`config.mk`:
```
export PLATFORM = sky130hd
export DESIGN_NAME = updown_counter_gen
export DESIGN_NICKNAME = d
export VERILOG_FILES = /design/src/rtl/updown_counter_gen.sv
export SDC_FILE = /design/constraint.sdc
export NUM_CORES = 1
export LEC_CHECK = 0
export BUFFER_PORTS_ARGS = -buffer_cell sky130_fd_sc_hd__buf_4
export CAP_MARGIN = 15
export CORE_ASPECT_RATIO = 0.6
export CORE_UTILIZATION = 56
export CTS_CLUSTER_DIAMETER = 50
export DETAILED_ROUTE_END_ITERATION = 8
export PLACE_DENSITY = 0.79
export SYNTH_ARGS = -nofsm -noshare
export SYNTH_HDL_FRONTEND = slang
export SYNTH_SLANG_ARGS = --single-unit
```
`constraint.sdc`:
```
create_clock -name clk -period 5.05 [get_ports clk]
set_input_delay 1.515 -clock clk [delete_from_list [all_inputs] [get_ports clk]]
set_output_delay 1.515 -clock clk [all_outputs]
set_load 0.01 [all_outputs]
```
`src/rtl/updown_counter_gen.sv`:
```
// Up/down event/credit counter with run-time limits, programmable step,
// saturate-or-wrap mode, sticky overflow/underflow flags and a terminal-count pulse.
module updown_counter_gen #(
  parameter int W  = 8,
  parameter int SW = 4
) (
  input  logic          clk,
  input  logic          reset_n,
  input  logic          en,
  input  logic          load,
  input  logic [W-1:0]  din,
  input  logic          inc,
  input  logic          dec,
  input  logic [SW-1:0] step,
  input  logic [W-1:0]  lo_lim,
  input  logic [W-1:0]  hi_lim,
  input  logic          wrap_mode,
  input  logic          clr_flags,
  output logic [W-1:0]  count,
  output logic          at_max,
  output logic          at_min,
  output logic          ovf_sticky,
  output logic          udf_sticky,
  output logic          tc_pulse,
  output logic          cfg_err
);

  // Signed headroom wide enough for count +/- step and the wrap correction,
  // so no intermediate result can silently wrap.
  localparam int AW = ((W > SW) ? W : SW) + 2;

  logic signed [AW-1:0] cnt_x, step_x, lo_x, hi_x, range_x;
  logic signed [AW-1:0] sum_x, diff_x, wrap_up_x, wrap_dn_x;
  logic [W-1:0]         count_next;
  logic                 ovf_set, udf_set, do_count, step_bad;

  assign cnt_x     = $signed({{(AW-W){1'b0}}, count});
  assign step_x    = $signed({{(AW-SW){1'b0}}, step});
  assign lo_x      = $signed({{(AW-W){1'b0}}, lo_lim});
  assign hi_x      = $signed({{(AW-W){1'b0}}, hi_lim});
  assign range_x   = hi_x - lo_x + 1;
  assign sum_x     = cnt_x + step_x;
  assign diff_x    = cnt_x - step_x;
  assign wrap_up_x = sum_x - range_x;
  assign wrap_dn_x = diff_x + range_x;
  assign step_bad  = step_x > range_x;

  assign cfg_err = hi_lim < lo_lim;
  assign at_max  = count == hi_lim;
  assign at_min  = count == lo_lim;

  always_comb begin
    count_next = count;
    ovf_set    = 1'b0;
    udf_set    = 1'b0;
    do_count   = 1'b0;
    if (!cfg_err) begin
      if (load) begin
        if (din < lo_lim)      count_next = lo_lim;
        else if (din > hi_lim) count_next = hi_lim;
        else                   count_next = din;
      end else if (en && (inc ^ dec) && (step != '0)) begin
        do_count = 1'b1;
        if (inc) begin
          if (sum_x > hi_x) begin
            ovf_set = 1'b1;
            // Wrapped results that still land outside the window (oversized step,
            // or count stranded by a limit change) fall back to the crossed limit.
            if (wrap_mode && !step_bad && wrap_up_x >= lo_x && wrap_up_x <= hi_x)
              count_next = wrap_up_x[W-1:0];
            else
              count_next = hi_lim;
          end else if (sum_x < lo_x) begin
            count_next = lo_lim;
          end else begin
            count_next = sum_x[W-1:0];
          end
        end else begin
          if (diff_x < lo_x) begin
            udf_set = 1'b1;
            if (wrap_mode && !step_bad && wrap_dn_x >= lo_x && wrap_dn_x <= hi_x)
              count_next = wrap_dn_x[W-1:0];
            else
              count_next = lo_lim;
          end else if (diff_x > hi_x) begin
            count_next = hi_lim;
          end else begin
            count_next = diff_x[W-1:0];
          end
        end
      end
    end
  end

  always_ff @(posedge clk or negedge reset_n) begin
    if (!reset_n) begin
      count      <= '0;
      ovf_sticky <= 1'b0;
      udf_sticky <= 1'b0;
      tc_pulse   <= 1'b0;
    end else begin
      count    <= count_next;
      tc_pulse <= ovf_set | udf_set;
      if (!cfg_err) begin
        // A new crossing wins over a same-cycle clear.
        if (ovf_set)        ovf_sticky <= 1'b1;
        else if (clr_flags) ovf_sticky <= 1'b0;
        if (udf_set)        udf_sticky <= 1'b1;
        else if (clr_flags) udf_sticky <= 1'b0;
      end
    end
  end

`ifndef SYNTHESIS
  a_ctrl_known: assert property (@(posedge clk) !$isunknown({reset_n, load, inc, dec, en}));
  a_din_known: assert property (@(posedge clk) disable iff (!reset_n) load |-> !$isunknown(din));
  a_wrap_step: assert property (@(posedge clk) disable iff (!reset_n)
    (do_count && wrap_mode) |-> (step_x <= range_x));
  a_in_range: assert property (@(posedge clk) disable iff (!reset_n)
    do_count |=> (count >= $past(lo_lim) && count <= $past(hi_lim)));
`endif

endmodule

```
==> results.yml, run 1 <==
status:
  status: "stopped before the end"
  stop_stage: "global routing (5_1_grt)"
  tool.error: "[ERROR GRT-0232] Routing congestion too high. Check the congestion heatmap in the GUI."
grt:
  gr-total-overflow: 84
  grt_max_degree: 17
  grt_use_total: 0.815
logic_synthesis:
  synth_edf_count: 0
  synth.area.top_cells: "ha_1 29%, xnor2_1 6.3%, dfrtp_1 5.6%, a21o_1 4.8%, a21oi_1 4.7%"
  seq_area_frac_synth: 0.0565
  synthesis.nets: 773
  synth_most_common_cell: "ha_1"
  ys_types: 64
  synth_ff_type: "dfrtp_1"
  synthArstFlopShare: 1.00
  ys_ff_latch: 11
  yosys.area.top_type: "ha_1"
  synth_top_area_frac: 0.293
  yosys-top-cells-count: "114 x ha_1, 49 x inv_1, 46 x a21oi_1"
  yosys_warnings: 0
  avgSynthCellArea_um2: 7.89
  synth_cells: 618
  netlist_area_um2: 4870
clocking:
  ctsRootBufferMaster: "clkbuf_16"
  htree_levels: 1
  clockBufferDepth: 2
  cts_inserted_buffers: 3
  cts_sinks: 11
die:
  core.rowCount: 25
  start_util: 0.597
  io_pins: 50
  die_h_um: 74.3
  die_x_um: 122
place:
  placed_cells: 953
  hpwl_um: 18700
  portBuffers: 49
  place_congestion: 1.02
timing:
  grt_worst_setup_endpoint: "count[4]$_DFFE_PN0P_/D"
  worstEndpointType: "register input"
==> cell families after synthesis <==
logic type | count (synthesis) | synth area share
AND/OR/NAND/NOR | 152 | 0.162
AO/OA/AOI/OAI | 204 | 0.287
buffers and inverters | 61 | 0.0485
adder cells (fa/ha/maj) | 119 | 0.313
XOR/XNOR | 52 | 0.0934
multiplexers | 19 | 0.0398
flip-flops | 11 | 0.0565
==> metal layers <==
layer / track usage / GRT overflow
met1: 0.798 / 1
met2: 0.978 / 50
met3: 0.683 / 1
met4: 0.874 / 32
met5: 0.323 / 0
==> stage by stage <==
stage | worst slack [ns] | cell area [um2]
after floorplan | -0.988 | 4980
after global placement | -1.58 | 6860
after detailed placement | -1.72 | 6860
after CTS | -1.27 | 7300
==> repair_timing <==
item,CTS
pin swaps,41
setup endpoints to repair,8
gates resized for setup,52
setup buffers,16
endpoints found under the hold margin,0
hold buffers,0
gates cloned,1
==> run 2: changes to the inputs <==
--- a/config.mk
+++ b/config.mk
@@ -7,11 +7,9 @@
 export LEC_CHECK = 0
 export BUFFER_PORTS_ARGS = -buffer_cell sky130_fd_sc_hd__buf_4
 export CAP_MARGIN = 15
-export CORE_ASPECT_RATIO = 0.6
-export CORE_UTILIZATION = 56
-export CTS_CLUSTER_DIAMETER = 50
+export CORE_UTILIZATION = 40
 export DETAILED_ROUTE_END_ITERATION = 8
-export PLACE_DENSITY = 0.79
+export PLACE_DENSITY_LB_ADDON = 0.15
 export SYNTH_ARGS = -nofsm -noshare
 export SYNTH_HDL_FRONTEND = slang
 export SYNTH_SLANG_ARGS = --single-unit
==> constraint.sdc (replaced) <==
create_clock -name clk -period 6.55 [get_ports clk]
set_input_delay 1.965 -clock clk [delete_from_list [all_inputs] [get_ports clk]]
set_output_delay 1.965 -clock clk [all_outputs]
set_load 0.01 [all_outputs]
==> run 2 against run 1 <==
Against the previous run:
- the flow now finishes, with violations (negative setup slack)
- synthesized cell count stayed put
- synthesized area unchanged
==> results.yml, run 2 <==
status:
  status: "finished with violations"
  violations: "negative setup slack"
logic_synthesis:
  yosys_warnings: 0
  seq_area_frac_synth: 0.0565
  synth_edf_count: 0
  netlist_area_um2: 4870
  synth_top_family_by_area: "adder cells"
  synth_xor_xnor_area_share: 0.0934
  synth_cells: 618
  yosys-top-cells-count: "114 x ha_1, 49 x inv_1, 46 x a21oi_1"
  synth_most_common_cell: "ha_1"
  synth.area.top_cells: "ha_1 29%, xnor2_1 6.3%, dfrtp_1 5.6%, a21o_1 4.8%, a21oi_1 4.7%"
  yosys.area.top_type: "ha_1"
  synthesis.nets: 773
  ys_ff_latch: 11
  yosys.area_share.adder: 0.313
  synth_ff_type: "dfrtp_1"
  ys_types: 64
  synthMuxAreaShare: 0.0398
  synth_compound_area_frac: 0.287
  synth_top_area_frac: 0.293
  avgSynthCellArea_um2: 7.89
  synth-simple-area-share: 0.162
  synthArstFlopShare: 1.00
timing:
  skew_ns: 0.00118
  fin_setup_tns_ns: -0.182
  finalCriticalPeriod_ns: 6.59
  tightest_slew_ns: 1.09
  drv_slew: 0
  hold_viol_final: 0
  finalSetupViolations: 7
  max-slew-margin-rel: 0.270
  worst_slack_ns: -0.0441
  rsz0062_at_grt: "true"
  fmax_mhz: 152
  fin_crit_sh: 1.01
detailed_routing:
  drtPass1Iterations: 5
  num_vias: 5658
  drt-total-wl_um: 20400
  routed_via_density: 5.96
  drc: 0
  ant_nets: 0
  wl_per_cell_um: 21.5
  initialDrtViolationCount: 416
worst_setup_path:
  rr_worst_depth: 25
  r2r_start: "count[0]"
  arrival_ns: 6.70
  r2r_end: "count[7]"
  critPathKind: "input port to flop"
  r2r_slack_ns: 1.40
  critPathRequiredTime_ns: 6.65
  crit_path_end_kind: "flop"
  path_max_fanout: 5
  critPathLaunchType: "input port"
cells_and_area:
  layout.nets: 963
  syn_to_final_growth_pct: 46.8
  final_common_cell: "buf_4"
  multiInputGateArea_um2: 4930
  regMostFlops: "count"
  layout.cells.non_filler: 950
  n_antenna_cell: 0
  final_cell_mix: "190 x buf_4, 101 x ha_1, 45 x a21oi_1"
  fillers: 1069
  drive_gt1_frac: 0.358
  largest_register_ffs: 8
  ff_latch_area_um2: 275
die:
  die_x_um: 112
  core_um2: 11700
  core.rowCount: 39
  die_h_um: 112
  die-area_um2: 12600
  io_pins: 50
  start_util: 0.418
clocking:
  cts_tree: "done"
  ctsRootBufferMaster: "clkbuf_16"
  clockBufferDepth: 2
  path_clk_slew_ns: 0.04
  htree_levels: 1
  clock_latency_ns: 0.24
  cts-hold-fix-buffers: 0
  cts_sinks: 11
  cts_inserted_buffers: 3
hold_path:
  whs_path_depth: 2
  whs_endpoint: "ovf_sticky"
  hp-class: "flop to flop"
  min_from: "ovf_sticky"
grt:
  gr-total-overflow: 0
  grt_max_degree: 17
  antenna_found_initial: 0
  grt_use_total: 0.325
  grt_pass1_vias: 5733
  grt_first_pass_wirelength_um: 31100
place:
  place_congestion: 0.941
  dp_slack_ns: -0.524
  hpwl_um: 17000
  portBuffers: 49
  placed_cells: 933
run:
  max-cap-violations: 0
-- run 2: cell counts after synthesis --
No cell type changed its count.
-- run 2: worst max path at each step --
stage / start / endpoint / slack (ns)
floorplan: lo_lim[3] / count[0] / 0.008
global placement: hi_lim[0] / count[6] / -0.38
detailed placement: hi_lim[0] / count[6] / -0.52
CTS: hi_lim[0] / count[1] / -0.07
global route: lo_lim[1] / count[3] / -0.20
finish: lo_lim[1] / count[3] / -0.04
-- run 2: kinds of logic after synthesis --
| group | after synthesis |
|---|---|
| buffers and inverters | 61 |
| XOR/XNOR | 52 |
| multiplexers | 19 |
| flip-flops | 11 |
| adder cells (fa/ha/maj) | 119 |
| AO/OA/AOI/OAI | 204 |
| AND/OR/NAND/NOR | 152 |
-- run 2: stage by stage --
stage	instance area [um2]	util	hold slack (ns)
after detailed placement	6460	0.554	0.484
after global routing	7160	0.614	0.503
final	7160	0.614	0.488
after floorplan	4950	-	0.512
after CTS	6810	0.584	0.493
after global placement	6460	0.554	0.469
-- run 2: timing repair --
action	in CTS	in global routing
pin swaps	28	36
buffers inserted	7	6
endpoints found under the setup margin	8	8
resized for setup	40	55
gates cloned	1	0
-- run 2: per-layer routing --
| metal | track usage | up-vias | share of wire |
|---|---|---|---|
| li1 | - | 2708 | - |
| met1 | 0.411 | 2699 | 0.43 |
| met2 | 0.578 | 198 | 0.48 |
| met3 | 0.0194 | 53 | 0.050 |
| met4 | 0.130 | 0 | 0.043 |
| met5 | 0 | - | 0 |
-- run 2: area by class of cell --
cell class | instances | area share
multi-input combinational | 547 | 0.689
timing repair buffer | 196 | 0.209
sequential | 11 | 0.0385
inverter | 49 | 0.0271
tap | 143 | 0.0250
clock buffer | 4 | 0.0110
-- run 2: critical path, stage by stage --
cell	delay, ns
buf_4	0.12
inv_4	0.07
ha_1	0.22
nor2b_1	0.15
o31a_1	0.34
xor2_2	0.24
nand2_2	0.14
xnor2_4	0.21
inv_2	0.06
ha_4	0.24
a21o_1	0.19
a31o_4	0.23
o2111ai_4	0.21
nand2_1	0.10
xor2_1	0.19
inv_1	0.11
ha_4	0.29
nand2_4	0.06
nor2_4	0.13
nand3_2	0.09
nand2_2	0.09
o311ai_4	0.10
buf_4	0.16
or4b_4	0.55
nor4_2	0.17
a211o_1	0.16
a22oi_1	0.08
Power of run 2 is left out: the tool's default activity adds up to more than one toggle a clock period on the data nets, which glitch-free logic cannot reach.
